**src/rtl/ej32_pkg.sv**
```systemverilog
// Shared types for the eJ32 extended ALU: word/double-word types, shift-amount type
// and the divider state encoding.
package ej32_pkg;

    localparam int unsigned DSZ = 32;
    localparam int unsigned SHW = $clog2(DSZ);

    typedef logic [DSZ-1:0]   DU;
    typedef logic [2*DSZ-1:0] DU2;
    typedef logic [SHW-1:0]   SH;

    typedef enum logic [1:0] {
        START = 2'd0,
        RUN   = 2'd1,
        DONE  = 2'd2
    } div_state_e;

endpackage

```
**src/rtl/ej32_div_seq.sv**
```systemverilog
// Sequential signed divider with Java idiv/irem semantics: restoring shift-subtract,
// one quotient bit per clock, operands latched in START.
module ej32_div_seq
    import ej32_pkg::*;
(
    input  logic i_clk,
    input  logic i_rst_n,
    input  DU    i_x,
    input  DU    i_y,
    output logic o_busy,
    output logic o_dbz,
    output DU    o_q,
    output DU    o_r
);

    div_state_e    r_state, w_state_nxt;
    logic [SHW-1:0] r_cnt, w_cnt_nxt;
    DU             r_rem, w_rem_nxt;
    DU             r_quo, w_quo_nxt;
    DU             r_dvs, w_dvs_nxt;
    logic          r_sgn_q, w_sgn_q_nxt;
    logic          r_sgn_r, w_sgn_r_nxt;
    DU             r_q, w_q_nxt;
    DU             r_r, w_r_nxt;
    logic          r_dbz, w_dbz_nxt;

    logic [DSZ:0]  w_sh;
    DU             w_sub;
    logic          w_ge;
    DU             w_rem_step;
    DU             w_quo_step;

    // r_quo starts as |x| and shifts left; its MSB feeds the partial remainder while the
    // new quotient bit enters at the LSB.
    assign w_sh       = {r_rem, r_quo[DSZ-1]};
    assign w_ge       = (w_sh >= {1'b0, r_dvs});
    assign w_sub      = w_sh[DSZ-1:0] - r_dvs;
    assign w_rem_step = w_ge ? w_sub : w_sh[DSZ-1:0];
    assign w_quo_step = {r_quo[DSZ-2:0], w_ge};

    always_comb begin
        w_state_nxt = r_state;
        w_cnt_nxt   = r_cnt;
        w_rem_nxt   = r_rem;
        w_quo_nxt   = r_quo;
        w_dvs_nxt   = r_dvs;
        w_sgn_q_nxt = r_sgn_q;
        w_sgn_r_nxt = r_sgn_r;
        w_q_nxt     = r_q;
        w_r_nxt     = r_r;
        w_dbz_nxt   = r_dbz;
        unique case (r_state)
            START: begin
                w_quo_nxt   = i_x[DSZ-1] ? -i_x : i_x;
                w_dvs_nxt   = i_y[DSZ-1] ? -i_y : i_y;
                w_rem_nxt   = '0;
                w_cnt_nxt   = '0;
                w_sgn_q_nxt = i_x[DSZ-1] ^ i_y[DSZ-1];
                w_sgn_r_nxt = i_x[DSZ-1];
                if (i_y == '0) begin
                    w_dbz_nxt   = 1'b1;
                    w_q_nxt     = '0;
                    w_r_nxt     = i_x;
                    w_state_nxt = DONE;
                end else begin
                    w_state_nxt = RUN;
                end
            end
            RUN: begin
                w_rem_nxt = w_rem_step;
                w_quo_nxt = w_quo_step;
                w_cnt_nxt = r_cnt + 1'b1;
                // Signs are applied on the final step so busy drops after DSZ+1 edges.
                if (r_cnt == SHW'(DSZ - 1)) begin
                    w_q_nxt     = r_sgn_q ? -w_quo_step : w_quo_step;
                    w_r_nxt     = r_sgn_r ? -w_rem_step : w_rem_step;
                    w_state_nxt = DONE;
                end
            end
            DONE: begin
                w_state_nxt = DONE;
            end
            default: begin
                w_state_nxt = START;
            end
        endcase
    end

    always_ff @(posedge i_clk or negedge i_rst_n) begin
        if (!i_rst_n) begin
            r_state <= START;
            r_cnt   <= '0;
            r_rem   <= '0;
            r_quo   <= '0;
            r_dvs   <= '0;
            r_sgn_q <= 1'b0;
            r_sgn_r <= 1'b0;
            r_q     <= '0;
            r_r     <= '0;
            r_dbz   <= 1'b0;
        end else begin
            r_state <= w_state_nxt;
            r_cnt   <= w_cnt_nxt;
            r_rem   <= w_rem_nxt;
            r_quo   <= w_quo_nxt;
            r_dvs   <= w_dvs_nxt;
            r_sgn_q <= w_sgn_q_nxt;
            r_sgn_r <= w_sgn_r_nxt;
            r_q     <= w_q_nxt;
            r_r     <= w_r_nxt;
            r_dbz   <= w_dbz_nxt;
        end
    end

    assign o_busy = (r_state != DONE);
    assign o_dbz  = r_dbz;
    assign o_q    = r_q;
    assign o_r    = r_r;

endmodule

```
**src/rtl/ej32_xalu.sv**
```systemverilog
// eJ32 extended ALU: sequential idiv/irem, combinational imul and ishl/ishr.
// Multiplier and shifter are independent of clock and reset.
module ej32_xalu
    import ej32_pkg::*;
(
    input  logic i_clk,
    input  logic i_rst_n,
    input  DU    i_x,
    input  DU    i_y,
    output logic o_busy,
    output logic o_dbz,
    output DU    o_q,
    output DU    o_r,
    input  DU    i_a,
    input  DU    i_b,
    output DU2   o_mul_r,
    input  DU    i_d,
    input  logic i_dir,
    input  SH    i_bits,
    output DU    o_sht_r
);

    DU2 w_a_ext;
    DU2 w_b_ext;
    DU  w_shl;
    DU  w_sar;

    ej32_div_seq u_div (
        .i_clk   (i_clk),
        .i_rst_n (i_rst_n),
        .i_x     (i_x),
        .i_y     (i_y),
        .o_busy  (o_busy),
        .o_dbz   (o_dbz),
        .o_q     (o_q),
        .o_r     (o_r)
    );

    // Sign-extended operands make the truncated unsigned product the signed full product.
    assign w_a_ext = {{DSZ{i_a[DSZ-1]}}, i_a};
    assign w_b_ext = {{DSZ{i_b[DSZ-1]}}, i_b};
    assign o_mul_r = w_a_ext * w_b_ext;

    assign w_shl   = i_d << i_bits;
    assign w_sar   = DU'($signed(i_d) >>> i_bits);
    assign o_sht_r = i_dir ? w_sar : w_shl;

endmodule

```
**config.mk**
```make
export PLATFORM = sky130hd
export DESIGN_NAME = ej32_xalu
export DESIGN_NICKNAME = d
export VERILOG_FILES = /design/src/rtl/ej32_pkg.sv /design/src/rtl/ej32_div_seq.sv /design/src/rtl/ej32_xalu.sv
export SDC_FILE = /design/constraint.sdc
export NUM_CORES = 2
export LEC_CHECK = 0
export CORE_MARGIN = 2
export CORE_UTILIZATION = 35
export CTS_CLUSTER_SIZE = 30
export DETAILED_ROUTE_END_ITERATION = 12
export GPL_ROUTABILITY_DRIVEN = 0
export GPL_TIMING_DRIVEN = 0
export PLACE_DENSITY_LB_ADDON = 0.1
export SLEW_MARGIN = 10
export SYNTH_ARGS = -nofsm -noshare
export SYNTH_HDL_FRONTEND = slang
export SYNTH_SLANG_ARGS = --single-unit
```
**constraint.sdc**
```tcl
create_clock -name i_clk -period 11.6 [get_ports i_clk]
set_clock_uncertainty 0.15 [all_clocks]
set_input_delay 1.74 -clock i_clk [delete_from_list [all_inputs] [get_ports i_clk]]
set_output_delay 1.74 -clock i_clk [all_outputs]
set_load 0.005 [all_outputs]
```
# Word level (Yosys, flattened, before mapping)
# Index checks and enable logic that the tools add are counted.
[totals]
reg_bits = 170
inputBits = 168
out_inout_bits = 162
word_cells = 50
[classes]
addsub = 6
mul = 1
magnitude_cmp = 1
eq_ne = 6
n_shift = 2
mux = 18
bitwise = 1
reduce_logical = 5
[ops]
columns = ["cell", "n"]
rows = [
  ["32-bit 2-to-1 mux", 10],
  ["32-bit one-hot mux with 2 select lines", 4],
  ["32-bit negation", 4],
  ["32-bit by 32-bit multiplier with 64-bit output", 1],
  ["33-bit by 32-bit >= comparator with 1-bit output", 1],
  ["32-bit logical NOT", 1],
  ["32-bit by 5-bit left shift with 32-bit output", 1],
  ["32-bit by 5-bit >>> shifter with 32-bit output", 1],
  ["32-bit subtractor", 1],
  ["5-bit one-hot mux with 2 select lines", 1],
  ["2-bit one-hot mux with 3 select lines", 1],
  ["5-bit by 1-bit adder with 5-bit output (second input constant)", 1],
  ["5-bit == test (second input constant)", 1],
  ["2-bit 2-to-1 mux", 2],
  ["2-bit by 1-bit inequality test with 1-bit output (second input constant)", 2],
  ["3-bit AND reduction", 1],
  ["2-bit by 1-bit == test with 1-bit output (second input constant)", 1],
  ["2-bit == test (second input constant)", 1],
  ["2-bit logical NOT", 1],
  ["2-bit inequality test (second input constant)", 1],
  ["2-bit AND reduction", 1],
  ["2-bit nonzero test", 1],
  ["1-bit bitwise XOR", 1],
]

# Longest topological paths before layout
[logic_depth]
word_depth = 6
mapped_depth = 32
ltp_nobuf = 31

# Cells and area by module
# From an unflattened synthesis, not the netlist that was laid out.
[hier_totals]
hier_cells = 5890
area_unflattened_um2 = 51778.4
[by_module_without_submodules]
columns = ["module", "instances", "cells_per_inst", "area_each_um2", "seq_area_each_um2"]
rows = [
  ["ej32_xalu", 1, 4343, 39197.6, 0.0],
  ["ej32_div_seq", 1, 1547, 12580.8, 4254.1],
]

# Least setup slack after synthesis
# Ideal clock, no wire load.
[synth_timing]
kind = "input-to-output"
start = "input port i_b[4]"
end = "output port o_mul_r[63]"
t_arrival_ns = 9.283
setup_slack_ns = 0.427
cell_stages = 27
n_path_buf = 1
path_cell_list = "clkbuf_1 and2_1 fa_1 inv_1 fa_1 inv_1 fa_1 inv_1 fa_1 fa_1 fa_1 fa_1 fa_1 inv_1 ha_1 a21o_1 a21o_1 a21oi_1 nor2b_1 a41o_1 o31a_1 a2111o_1 a41oi_1 o31a_1 o21ai_1 a21oi_1 xnor2_1"
[synth_via]
elab_chain_len = 1
[synth_lines]
columns = ["item", "line", "rtl"]
rows = [
  ["start, declared", "ej32_xalu.sv:15", "input DU i_b,"],
  ["32-bit by 32-bit multiplier with 64-bit output", "ej32_xalu.sv:42", "assign o_mul_r = w_a_ext * w_b_ext;"],
  ["end, declared", "ej32_xalu.sv:16", "output DU2 o_mul_r,"],
]
# No other way between the ends.

# Worst setup path in the final report
[layout_timing]
start = "input port i_b[3]"
end = "output port o_mul_r[60]"
# The elaborated chain is that of the path after synthesis.

==> flow_metrics.py <==
metrics = {
    "status": {
        "outcome": "finished, final reports clean",
    },
    "grt": {
        "vias_in_the_first_global_route": 44980,
        "globalRoute.totalOverflow": 0,
        "antenna_found_initial": 19,
        "grt_max_degree": 87,
        "grt_pass1_wl_um": 301000,
        "grt_util_all_layers_pct": 27.7,
    },
    "yosys": {
        "count_of_mapped_cells_out_of_synthesis": 5772,
        "simple_gate_portion_of_the_synthesized_area_pct": 16.5,
        "most_frequent_cells_after_synthesis": "fa_1 (1083), inv_1 (1058), nand2_1 (784)",
        "post_synth_fa_ha_maj_area_fraction_pct": 47.9,
        "synth.ff_latch_count": 170,
        "synthesis.area_um2": 51200,
        "synth.top_cell.area_share_pct": 42.4,
        "synth.yosys.seq_area_share_pct": 8.31,
        "post_synth_xor_area_fraction_pct": 3.56,
        "postSynth.topFlopCell": "dfrtp_1",
        "postSynthNetCount": 7249,
        "synthArstFlopShare_pct": 100,
        "share_of_synthesized_area_spent_on_multiplexers_pct": 3.54,
        "synth_enable_flop_cells": 0,
        "yosys-top-cells-area": "fa_1 (42%), dfrtp_1 (8.3%), inv_1 (7.8%)",
        "synth_top_family_by_area": "adder cells",
        "synth_warnings": 0,
        "post_syn_area_per_cell_um2": 8.87,
        "yosys.cell_count.top_type": "fa_1",
        "fraction_of_the_mapped_netlist_area_in_compound_gates_pct": 9.94,
        "synth_top_area_cell": "fa_1",
        "yosysUniqueCellTypes": 87,
    },
    "setup_path": {
        "timing.critical_path.fanout_max": 5,
        "critical_path.slowest_cell": "fa_2",
        "crit_type": "input pin to output port",
        "worstSetupEndpointType": "output port",
        "slowest_delay_ps": 670,
        "critPathRequiredTime_ps": 9710,
        "critical_path_arrival_ps": 9650,
        "worstSetupStartpointType": "input pin",
    },
    "placed_design": {
        "dpl.hpwl_um": 173000,
        "port_buffers": 324,
        "placement.setup.worst_slack_ps": -3560,
        "dp.cells": 8016,
    },
    "sta": {
        "fmax_mhz": 86.7,
        "timing.final.setup_violations": 0,
        "max-slew-margin-rel_pct": 26.3,
        "grt_setup_unrepaired": "true",
        "max_slew_vio_count": 0,
        "min_clock_period_post_route_ps": 11540,
        "tightest_slew_ps": 1110,
        "final.setup.worst_slack_ps": 64.0,
        "period_share_pct": 99.4,
        "finalHoldViolCount": 0,
    },
    "cells_and_area": {
        "layout.core_utilization_pct": 42.1,
        "areaGrowthSynthToFinish_pct": 19.7,
        "fin_cells": 8147,
        "final_layout_size_suffix_gt1_share_pct": 10.0,
        "nets": 7687,
    },
    "routing": {
        "route.detailed.wl_per_inst_um": 25.3,
        "wl_um": 206000,
        "detailedRoute.firstIterationViolations": 3557,
        "dr_drc_count": 0,
        "drtPass1Iterations": 6,
        "drt-vias-per-instance": 5.25,
        "antenna_left": 0,
        "num_vias": 42808,
    },
    "clock_tree": {
        "clock_tree.buffer_depth": 2,
        "hold_buffers": 0,
        "tritoncts.num_buffers": 17,
        "clk_root_buffer_cell": "clkbuf_16",
        "cts_tree": "done",
        "clkSinkCount": 170,
        "clk_pin_slew_worst_paths_ps": 80,
        "h-tree-depth": 4,
        "clkLatencyLatePin_ps": 460,
    },
    "die": {
        "io_pins": 330,
        "start_util_pct": 35.2,
        "num_rows": 140,
        "fp.dieH_um": 386,
        "core_um2": 145000,
        "die_width_um": 386,
        "fp.dieArea_um2": 149000,
    },
    "hold_path": {
        "hold_path.class": "register to register",
    },
    "run": {
        "max-cap-violations": 0,
    },
}
-- routing by layer --
| metal | track usage [%] | share of wire (%) | vias up |
|---|---|---|---|
| li1 | - | - | 18737 |
| met1 | 36.7 | 41 | 22078 |
| met2 | 46.2 | 48 | 1640 |
| met3 | 3.26 | 6.5 | 351 |
| met4 | 11.0 | 4.8 | 2 |
| met5 | 0 | 0.0063 | - |
-- final timing paths --
check                                           start                         to  slack (ps)  cells after the start
setup / recovery                               i_b[3]                o_mul_r[60]          60                     31
hold / removal                u_div.o_dbz$_DFFE_PN0P_    u_div.o_dbz$_DFFE_PN0P_         330                      1
setup reg to reg           u_div.r_rem[9]$_DFFE_PN0P_  u_div.o_q[30]$_DFFE_PN0P_        4460                     20
hold reg to reg               u_div.o_dbz$_DFFE_PN0P_    u_div.o_dbz$_DFFE_PN0P_         330                      1
max in group asynchronous                     i_rst_n   u_div.o_r[7]$_DFFE_PN0P_        9270                      2
min in group asynchronous                     i_rst_n   u_div.o_q[7]$_DFFE_PN0P_        1120                      1
-- critical path: cells and delay by family --
family	cells	cell delay [ps]
AO/OA/AOI/OAI	5	1080
XOR/XNOR	1	140
AND/OR/NAND/NOR	4	510
buffers and inverters	12	1370
adder cells (fa/ha/maj)	9	4740
-- cell type report --
cell class                 instances  area, µm²
antenna                            7       17.5
buffer                           320       3530
clock buffer                      17        425
clock inverter                    15        175
fill                           14800      84100
inverter                        1062       4010
multi-input combinational       4214      42500
sequential                       170       4250
tap                             1917       2400
timing repair buffer             425       3990
-- metrics by stage --
step | instance area [µm²] | setup TNS, ps | hold slack, ps
6_report | 61300 | 0 | 328
5_1_grt | 61300 | -1010 | 366
4_1_cts | 60600 | -86.5 | 331
3_5_place_dp | 56900 | -79390 | 299
3_3_place_gp | 56800 | -111170 | 313
2_1_floorplan | 51200 | 0 | 293
-- sequential cells by signal, summed over array words and instances (netlist names) --
signal         cells
u_div.r_sgn_r      1
u_div.r_cnt        5
u_div.o_dbz        1
u_div.o_r         32
u_div.r_quo       32
u_div.r_rem       32
u_div.r_dvs       32
u_div.r_state      2
u_div.r_sgn_q      1
u_div.o_q         32
-- cell usage in the layout, fill, tap and decap left out, types with 25 or more instances in the layout --
cell type,instances
o21ai_0,258
nand2_1,777
o21ai_1,40
inv_1,1041
and2_1,502
nor3_1,38
clkbuf_16,71
a21o_1,57
clkdlybuf4s50_1,245
fa_1,1045
nor2b_1,37
nor2_1,147
dfrtp_1,170
clkbuf_1,101
clkbuf_8,55
buf_2,40
fa_2,38
a22o_1,25
buf_4,106
buf_8,38
nand2b_1,49
clkbuf_4,43
nand3_1,31
xor2_1,115
mux2i_1,118
a21oi_1,158
ha_1,202
or3_1,29
o31ai_1,55
xnor2_1,85
-- logic make-up (layout without fill, tap and decap cells) --
group	Yosys count	count (layout)
AOI/OAI and AO/OA	817	817
xor gates and xnor gates	208	208
adders and majority gates	1309	1309
buffers and inverters	1388	1839
DFF	170	170
muxes	156	156
other	0	7
and+or+nand+nor	1724	1724
-- timing repair --
item	in CTS	in global routing
setup endpoints to repair	45	23
resized for setup	1047	191
setup buffers	59	38
gates cloned	1	0
pin swaps	65	52
Power is left out: the tool's default activity adds up to more than one toggle a clock period on the data nets, which glitch-free logic cannot reach.
